**config.mk**
```make
export PLATFORM = sky130hd
export DESIGN_NAME = instr_enc_flat
export DESIGN_NICKNAME = d
export VERILOG_FILES = /design/src/rtl/instr_enc_if.sv /design/src/rtl/instr_enc.sv /design/src/flat_wrapper.sv
export SDC_FILE = /design/constraint.sdc
export NUM_CORES = 1
export LEC_CHECK = 0
export ABC_AREA = 1
export CAP_MARGIN = 10
export CORE_MARGIN = 5
export CORE_UTILIZATION = 45
export CTS_CLUSTER_SIZE = 8
export DETAILED_ROUTE_END_ITERATION = 10
export GPL_ROUTABILITY_DRIVEN = 1
export PLACE_DENSITY = 0.82
export SLEW_MARGIN = 20
export SYNTH_ARGS = -nofsm -noshare
export SYNTH_HDL_FRONTEND = slang
export SYNTH_SLANG_ARGS = --single-unit
```
**constraint.sdc**
```tcl
create_clock -name clk -period 1.6 [get_ports clk]
set_input_delay 0.16 -clock clk [delete_from_list [all_inputs] [get_ports clk]]
set_output_delay 0.16 -clock clk [all_outputs]
set_load 0.005 [all_outputs]
```
**src/rtl/instr_enc_if.sv**
```systemverilog
// Request and instruction-memory write signals for the instruction encoder.
// slave is the encoder's view; master is the requester/memory side.
interface instr_enc_if;
    logic        in_valid;
    logic        in_ready;
    logic [4:0]  mnem;
    logic [4:0]  rs;
    logic [4:0]  rt;
    logic [4:0]  rd;
    logic [4:0]  shamt;
    logic [15:0] imm;
    logic [25:0] target;
    logic        base_load;
    logic [9:0]  base_addr;
    logic        im_we;
    logic        im_ready;
    logic [9:0]  im_addr;
    logic [31:0] im_wdata;
    logic        err;
    logic        wrap;
    logic [10:0] instr_cnt;

    modport slave (
        input  in_valid, mnem, rs, rt, rd, shamt, imm, target, base_load, base_addr, im_ready,
        output in_ready, im_we, im_addr, im_wdata, err, wrap, instr_cnt
    );

    modport master (
        output in_valid, mnem, rs, rt, rd, shamt, imm, target, base_load, base_addr, im_ready,
        input  in_ready, im_we, im_addr, im_wdata, err, wrap, instr_cnt
    );
endinterface

```
**src/rtl/instr_enc.sv**
```systemverilog
// MIPS-style instruction encoder: takes a mnemonic index plus fields, builds the 32-bit word
// and writes it to instruction memory at an auto-incrementing word pointer.
module instr_enc (
    input logic      clk,
    input logic      rstn,
    instr_enc_if.slave bus
);

    typedef enum logic [0:0] {StIdle, StWr} state_e;
    typedef enum logic [1:0] {KindR, KindI, KindJ, KindBad} kind_e;

    state_e      state_q, state_d;
    logic [9:0]  ptr_q, ptr_d;
    logic [31:0] wdata_q, wdata_d;
    logic        err_q, err_d;
    logic        wrap_q, wrap_d;
    logic [10:0] cnt_q, cnt_d;

    kind_e       kind;
    logic [5:0]  code;
    logic [31:0] enc;
    logic        in_ready;
    logic        accept;
    logic        is_shift_imm;
    logic        is_lui;

    always_comb begin
        kind = KindBad;
        code = 6'h00;
        case (bus.mnem)
            5'd0:  begin kind = KindR; code = 6'h20; end
            5'd1:  begin kind = KindR; code = 6'h22; end
            5'd2:  begin kind = KindR; code = 6'h24; end
            5'd3:  begin kind = KindR; code = 6'h25; end
            5'd4:  begin kind = KindR; code = 6'h2A; end
            5'd5:  begin kind = KindR; code = 6'h2B; end
            5'd6:  begin kind = KindR; code = 6'h21; end
            5'd7:  begin kind = KindR; code = 6'h23; end
            5'd8:  begin kind = KindR; code = 6'h00; end
            5'd9:  begin kind = KindR; code = 6'h27; end
            5'd10: begin kind = KindR; code = 6'h02; end
            5'd11: begin kind = KindR; code = 6'h04; end
            5'd12: begin kind = KindR; code = 6'h06; end
            5'd13: begin kind = KindI; code = 6'h08; end
            5'd14: begin kind = KindI; code = 6'h0D; end
            5'd15: begin kind = KindI; code = 6'h23; end
            5'd16: begin kind = KindI; code = 6'h2B; end
            5'd17: begin kind = KindI; code = 6'h04; end
            5'd18: begin kind = KindI; code = 6'h0F; end
            5'd19: begin kind = KindI; code = 6'h0A; end
            5'd20: begin kind = KindI; code = 6'h05; end
            5'd21: begin kind = KindI; code = 6'h0C; end
            5'd22: begin kind = KindJ; code = 6'h02; end
            5'd23: begin kind = KindJ; code = 6'h03; end
            default: begin kind = KindBad; code = 6'h00; end
        endcase
    end

    // Only the shift-by-immediate ops carry shamt; they and lui have no rs operand.
    assign is_shift_imm = (bus.mnem == 5'd8) || (bus.mnem == 5'd10);
    assign is_lui       = (bus.mnem == 5'd18);

    always_comb begin
        enc = 32'h0;
        case (kind)
            KindR: enc = {6'h00, is_shift_imm ? 5'd0 : bus.rs, bus.rt, bus.rd,
                          is_shift_imm ? bus.shamt : 5'd0, code};
            KindI: enc = {code, is_lui ? 5'd0 : bus.rs, bus.rt, bus.imm};
            KindJ: enc = {code, bus.target};
            default: enc = 32'h0;
        endcase
    end

    // Gated by rstn so the requester sees not-ready for the whole reset interval.
    assign in_ready = rstn && (state_q == StIdle) && !bus.base_load;
    assign accept   = bus.in_valid && in_ready;

    always_comb begin
        state_d = state_q;
        ptr_d   = ptr_q;
        wdata_d = wdata_q;
        err_d   = 1'b0;
        wrap_d  = wrap_q;
        cnt_d   = cnt_q;
        case (state_q)
            StIdle: begin
                if (bus.base_load) begin
                    ptr_d = bus.base_addr;
                end else if (accept) begin
                    if (kind != KindBad) begin
                        wdata_d = enc;
                        state_d = StWr;
                    end else begin
                        err_d = 1'b1;
                    end
                end
            end
            StWr: begin
                if (bus.im_ready) begin
                    ptr_d   = ptr_q + 10'd1;
                    state_d = StIdle;
                    if (ptr_q == 10'h3FF) wrap_d = 1'b1;
                    if (cnt_q != 11'h7FF) cnt_d = cnt_q + 11'd1;
                end
            end
            default: state_d = StIdle;
        endcase
    end

    always_ff @(posedge clk or negedge rstn) begin
        if (!rstn) begin
            state_q <= StIdle;
            ptr_q   <= 10'h0;
            wdata_q <= 32'h0;
            err_q   <= 1'b0;
            wrap_q  <= 1'b0;
            cnt_q   <= 11'h0;
        end else begin
            state_q <= state_d;
            ptr_q   <= ptr_d;
            wdata_q <= wdata_d;
            err_q   <= err_d;
            wrap_q  <= wrap_d;
            cnt_q   <= cnt_d;
        end
    end

    assign bus.in_ready  = in_ready;
    assign bus.im_we     = (state_q == StWr);
    assign bus.im_addr   = ptr_q;
    assign bus.im_wdata  = wdata_q;
    assign bus.err       = err_q;
    assign bus.wrap      = wrap_q;
    assign bus.instr_cnt = cnt_q;

endmodule

```
**src/flat_wrapper.sv**
```systemverilog
// flat-port wrapper written by rule: the top's interface ports become plain ports
module instr_enc_flat 
  (clk, rstn, bus_in_valid, bus_mnem, bus_rs, bus_rt, bus_rd, bus_shamt, bus_imm, bus_target, bus_base_load, bus_base_addr, bus_im_ready, bus_in_ready, bus_im_we, bus_im_addr, bus_im_wdata, bus_err, bus_wrap, bus_instr_cnt);
  instr_enc_if bus_i ();
  input logic clk;
  input logic rstn;
  input wire logic [$bits(bus_i.in_valid)-1:0] bus_in_valid;
  input wire logic [$bits(bus_i.mnem)-1:0] bus_mnem;
  input wire logic [$bits(bus_i.rs)-1:0] bus_rs;
  input wire logic [$bits(bus_i.rt)-1:0] bus_rt;
  input wire logic [$bits(bus_i.rd)-1:0] bus_rd;
  input wire logic [$bits(bus_i.shamt)-1:0] bus_shamt;
  input wire logic [$bits(bus_i.imm)-1:0] bus_imm;
  input wire logic [$bits(bus_i.target)-1:0] bus_target;
  input wire logic [$bits(bus_i.base_load)-1:0] bus_base_load;
  input wire logic [$bits(bus_i.base_addr)-1:0] bus_base_addr;
  input wire logic [$bits(bus_i.im_ready)-1:0] bus_im_ready;
  output wire logic [$bits(bus_i.in_ready)-1:0] bus_in_ready;
  output wire logic [$bits(bus_i.im_we)-1:0] bus_im_we;
  output wire logic [$bits(bus_i.im_addr)-1:0] bus_im_addr;
  output wire logic [$bits(bus_i.im_wdata)-1:0] bus_im_wdata;
  output wire logic [$bits(bus_i.err)-1:0] bus_err;
  output wire logic [$bits(bus_i.wrap)-1:0] bus_wrap;
  output wire logic [$bits(bus_i.instr_cnt)-1:0] bus_instr_cnt;
  assign bus_i.in_valid = bus_in_valid;
  assign bus_i.mnem = bus_mnem;
  assign bus_i.rs = bus_rs;
  assign bus_i.rt = bus_rt;
  assign bus_i.rd = bus_rd;
  assign bus_i.shamt = bus_shamt;
  assign bus_i.imm = bus_imm;
  assign bus_i.target = bus_target;
  assign bus_i.base_load = bus_base_load;
  assign bus_i.base_addr = bus_base_addr;
  assign bus_i.im_ready = bus_im_ready;
  assign bus_in_ready = bus_i.in_ready;
  assign bus_im_we = bus_i.im_we;
  assign bus_im_addr = bus_i.im_addr;
  assign bus_im_wdata = bus_i.im_wdata;
  assign bus_err = bus_i.err;
  assign bus_wrap = bus_i.wrap;
  assign bus_instr_cnt = bus_i.instr_cnt;
  instr_enc u_core (.clk(clk), .rstn(rstn), .bus(bus_i));
endmodule
```
Yosys cells after proc, flatten, opt, wreduce, memory -nomap -nowiden
Memories as Yosys holds them, arrays and structs flattened.
Cells that the tools add are included.
{ "word_totals": {"register_bits": 56, "romBits": 224, "in_bits": 82, "wordCells": 47, "memories": 1} }
{ "memory_table": {"columns": ["name", "depth", "word_bits", "read_ports", "rd_clocked_by_memory_dff", "wr", "line_no", "text"], "rows": [
  ["(no name shown)", 32, 7, 1, 0, 0, "instr_enc.sv:30", "case (bus.mnem)"]
]} }
{ "op_classes": {"n_addsub": 2, "n_eq_ne": 10, "muxes": 16, "n_bitwise": 2, "reduce_logical": 10} }
{ "ops": {"columns": ["operator", "n"], "rows": [
  ["one-hot mux 32 bit (3 select lines)", 1],
  ["2-to-1 mux 10 bit", 2],
  ["one-hot mux 10 bit (2 select lines)", 1],
  ["2-to-1 mux 5 bit", 3],
  ["adder 11 x 1 -> 11 bit, second input constant", 1],
  ["!= test 11 bit, second input constant", 1],
  ["adder 10 x 1 -> 10 bit, second input constant", 1],
  ["== test 10 bit, second input constant", 1],
  ["== test 5 x 4 -> 1 bit, second input constant", 2],
  ["2-to-1 mux 1 bit", 8],
  ["!= test 2 bit, second input constant", 3],
  ["AND reduction 3 bit", 2],
  ["== test 5 bit, second input constant", 1],
  ["AND reduction 4 bit", 1],
  ["logical AND 1 bit", 3],
  ["== test 2 x 1 -> 1 bit, second input constant", 1],
  ["== test 2 bit, second input constant", 1],
  ["zero test 2 bit", 1],
  ["NOT 1 bit", 2],
  ["one-hot mux 1 bit (2 select lines)", 1],
  ["AND reduction 2 bit", 1],
  ["zero test 1 bit", 1],
  ["logical OR 1 bit", 1]
]} }

Longest topological paths before layout
{ "logic_depth": {"ltp_word": 7, "mapped_depth": 11, "ltp_nobuf": 11} }

Worst setup path before layout
Ideal clock, no wire load.
{ "synth_path": {"path_type": "register to register", "from": "reg u_core.cnt_q[0], in the netlist u_core.bus.instr_cnt[0]", "to": "reg u_core.cnt_q[8], in the netlist u_core.bus.instr_cnt[8]", "setup_ns": 0.122, "arrival_ns": 1.256, "required_ns": 1.478, "path_slack_ns": 0.222, "path_stages_with_launch": 9, "path_buffers": 0, "synth_period_minus_slack_ns": 1.378, "path_cell_list": "dfrtp_1 > ha_1 > nand3_1 > nor2_2 > nand3_1 > nand2_2 > inv_1 > nand2_1 > o21ai_1"} }
{ "synth_between": {"elab_chain_cells": 2, "elab_cells_between_ends": 3} }
{ "synth_lines": {"columns": ["item", "line_no", "text"], "rows": [
  ["start, declared", "instr_enc.sv:17", "logic [10:0] cnt_q, cnt_d;"],
  ["start signal, assigned", "instr_enc.sv:124", "cnt_q <= cnt_d;"],
  ["parallel branches: the longest is 2 deep, another holds adder 11 x 1 -> 11 bit", null, null]
]} }
Several ways; the timed one is not identified.
A chain may end at the register's enable or synchronous reset.

Final worst setup path
{ "layout_path": {"from": "reg u_core.state_q, in the netlist u_core.bus.im_we", "to": "reg u_core.wdata_q[10], in the netlist u_core.bus.im_wdata[10]"} }
{ "layout_between": {"elab_chain_cells": 5} }
{ "layout_lines": {"columns": ["item", "line_no", "text"], "rows": [
  ["start, declared", "instr_enc.sv:12", "state_e state_q, state_d;"],
  ["start signal, assigned", "instr_enc.sv:112", "state_q <= StIdle;"],
  ["start signal, assigned", "instr_enc.sv:119", "state_q <= state_d;"],
  ["NOT 1 bit (*)", "instr_enc.sv:75", "assign in_ready = rstn && (state_q == StIdle) && !bus.base_load;"],
  ["logical AND 1 bit (2 in series)", "instr_enc.sv:75", null],
  ["logical AND 1 bit", "instr_enc.sv:76", "assign accept = bus.in_valid && in_ready;"],
  ["AND reduction 4 bit (no source line) (*)", null, null],
  ["end signal, assigned", "instr_enc.sv:121", "wdata_q <= wdata_d;"],
  ["end, declared", "instr_enc.sv:14", "logic [31:0] wdata_q, wdata_d;"]
]} }
Mark *: on every way between the ends. The rest lies on a longest branch, timed or not.

==> run summary <==
sequential area share after synthesis = 0.380
Finished Cell Area = 5420 µm²
Final Util = 0.697
Die X = 99.7 µm
CTS clk-pin slew, worst paths = 0.11 ns
reg-to-reg setup timing slack = 0.08 ns
Root Driver = clkbuf_8
Pleak = 0.00252 µW
maximum number of pins on one net before global-route repair = 30
Core ar. = 7770 µm²
I/O pins = 139
CP Launch Type = flip-flop
placed instance area = 5270 µm²
average cell area after synthesis = 7.47 µm²
Die ar. = 9950 µm²
Crit Path Max Fanout = 12
Fin. Hold Viols = 0
Area contributors post-synth = dfrtp_1 (38%), nand2_1 (16%), nand3_1 (9.5%)
Via density = 5.05
setup slack after layout = 0.0761 ns
yosys warns = 0
Placed Instances = 743
CTS tree = yes
row cnt = 32
layout cells sized above 1 = 0.130
Min-Delay Endpoint = u_core.bus.im_wdata[4]
Die H = 99.7 µm
clk buf depth = 2
Final period util = 0.952
worst r2r path cells = 8
final setup fails = 0
first-pass GRT wire length = 17700 µm
Gate Count Post-Synth = 485
PwrDens = 881 nW/µm²
worst r2r dst = u_core.bus.im_wdata[10]
DRT Pass-1 Iters = 4
Hold Crit Start = bus_imm[4]
Setup Skew = 0.00629 ns
status = complete, no violations
#FFs+latches synth = 55
initial antenna violation count = 0
Worst setup EP type = flip-flop
DP Wirelength = 8450 µm
GPL Wtd Cong = 0.939
maximum vdd drop = 0.436 mV
First DRT Iteration DRCs = 149
drt total wl = 10500 µm
Post-Syn Area = 3620 µm²
hold path depth = 3
number of global-route vias before repair = 3927
FMAX = 656 MHz
area grow syn2layout = 49.4%
CTS Sinks = 55
number of buffers added on ports = 137
antenna-violating nets left = 0
Design Power = 4770 µW
Synth Net Count = 575
Critical R2R Launch = u_core.bus.im_we
WP data required = 1.82 ns
Finished Layout Cells = 754
crit path DAT = 1.75 ns
max_cap viols = 0
Final Net Count = 741
TritonCTS buffer count = 5
total global-route track usage = 0.216
clk_lat worst skew = 0.31 ns
htree depth = 2
FILL cells = 625
vias = 3811
DRC viols = 0
pre-CTS setup slack = -0.224 ns
total gr overflow = 0
area share of the largest cell type after synthesis = 0.380
RSZ-0062 raised after global routing = true
Slew Viols, Final = 0
Synth cell types = 45
Synth area leader = dfrtp_1
ANT cells = 0
initial core utilization = 0.466
Worst Hold Class = in -> reg
Min Clock Period, post-route = 1.52 ns
Setup CP Type = reg -> reg
Routed WL per cell = 13.9 µm
[through the flow]
step	hold slack, ns	TNS [ns]
floorplan	-0.136	0
global placement	0.274	-3.20
detailed placement	0.269	-4.14
CTS	0.419	0
global route	0.428	-0.0351
finish	0.429	0
[cell usage after synthesis (all sizes together)]
| library cell | count |
|---|---|
| nor3 | 1 |
| nand4 | 4 |
| o21a | 8 |
| or2 | 15 |
| o22ai | 1 |
| o31ai | 1 |
| clkinv | 1 |
| nor2 | 36 |
| ha | 8 |
| a21oi | 19 |
| xnor2 | 6 |
| inv | 45 |
| nand3b | 1 |
| dfrtp | 55 |
| xor2 | 4 |
| buf | 15 |
| nand3 | 70 |
| o21bai | 1 |
| conb | 1 |
| a22o | 1 |
| a2bb2oi | 1 |
| clkbuf | 2 |
| a21boi | 5 |
| o21ai | 17 |
| a31oi | 2 |
| nand2 | 165 |
[layout make-up]
class | instances | area (µm²) | area share
Clock buffer | 5 | 68.8 | 0.0127
Clock inverter | 3 | 47.5 | 0.00878
Timing Repair Buffer | 176 | 1710 | 0.316
Tap cell | 102 | 128 | 0.0236
Multi-Input combinational cell | 367 | 1900 | 0.351
Sequential cell | 55 | 1380 | 0.254
Inverter | 46 | 183 | 0.0337
[worst max path at each step]
stage	to	slack, ns	cells past startpoint	start
floorplan	u_core.bus.instr_cnt[8]	0.22	8	u_core.bus.instr_cnt[0]
global placement	u_core.bus.im_wdata[5]	-0.16	12	bus_mnem[0]
detailed placement	u_core.bus.im_wdata[10]	-0.22	12	bus_mnem[0]
CTS	u_core.bus.im_wdata[10]	0.08	8	u_core.bus.im_we
global route	u_core.bus.im_wdata[6]	-0.01	8	u_core.bus.im_we
finish	u_core.bus.im_wdata[10]	0.08	8	u_core.bus.im_we
[worst max-delay path: stages (launching register included)]
cell and delay (ns):
dfrtp_2 0.43, buf_4 0.16, nor2_4 0.13, nand4_4 0.13, buf_4 0.22, a21oi_1 0.16, nand3_1 0.10, nand2_1 0.07
inv_1 0.04
[logic make-up after synthesis]
family | Yosys count | share of synthesized area
AOI/OAI and AO/OA | 56 | 0.102
xor gates and xnor gates | 10 | 0.0242
adders and majority gates | 8 | 0.0276
buffers and inverters | 63 | 0.0963
DFF | 55 | 0.380
other | 1 | 0.00103
and+or+nand+nor | 292 | 0.369
[routing by layer]
metal	wire length, µm	up-vias	track usage
met1	4200	1738	0.260
met2	5140	162	0.372
li1	-	1887	-
met3	917	24	0.0582
met4	237	0	0.0704
met5	0	-	0
[sequential cells by signal (all words and copies together) (netlist names)]
| signal | flops |
|---|---|
| u_core.bus.im_addr | 10 |
| u_core.bus.wrap | 1 |
| u_core.bus.err | 1 |
| u_core.bus.im_we | 1 |
| u_core.bus.instr_cnt | 11 |
| u_core.bus.im_wdata | 31 |
[power breakdown]
| group | switching (µW) | leakage [µW] | total (µW) | internal (µW) |
|---|---|---|---|---|
| Clock | 503 | 0.0000587 | 979 | 476 |
| Sequential | 242 | 0.000670 | 1930 | 1680 |
| Combinational | 758 | 0.00179 | 1870 | 1110 |
[placed cells by master, fill, tap and decap left out, types with 8 or more instances in the layout]
cell type | netlist | routed
ha_1 | 8 | 8
o21ai_0 | 10 | 10
or2_0 | 8 | 8
o21a_1 | 8 | 8
nand3_1 | 69 | 69
nand2_2 | 8 | 8
clkdlybuf4s50_1 | 0 | 135
dfrtp_1 | 55 | 54
inv_1 | 39 | 39
nor2_1 | 30 | 29
buf_4 | 2 | 34
nand2_1 | 155 | 155
a21oi_1 | 17 | 17
[timing repair]
| item | in CTS | in global routing |
|---|---|---|
| endpoints found under the hold margin | 55 | 0 |
| cloned | 0 | 0 |
| resized for setup | 2 | 1 |
| pin swaps | 0 | 0 |
| endpoints found under the setup margin | 1 | 15 |
| hold buffers | 1 | 0 |
| setup buffers | 1 | 1 |
No activity file was read; power rests on OpenSTA's default activity.
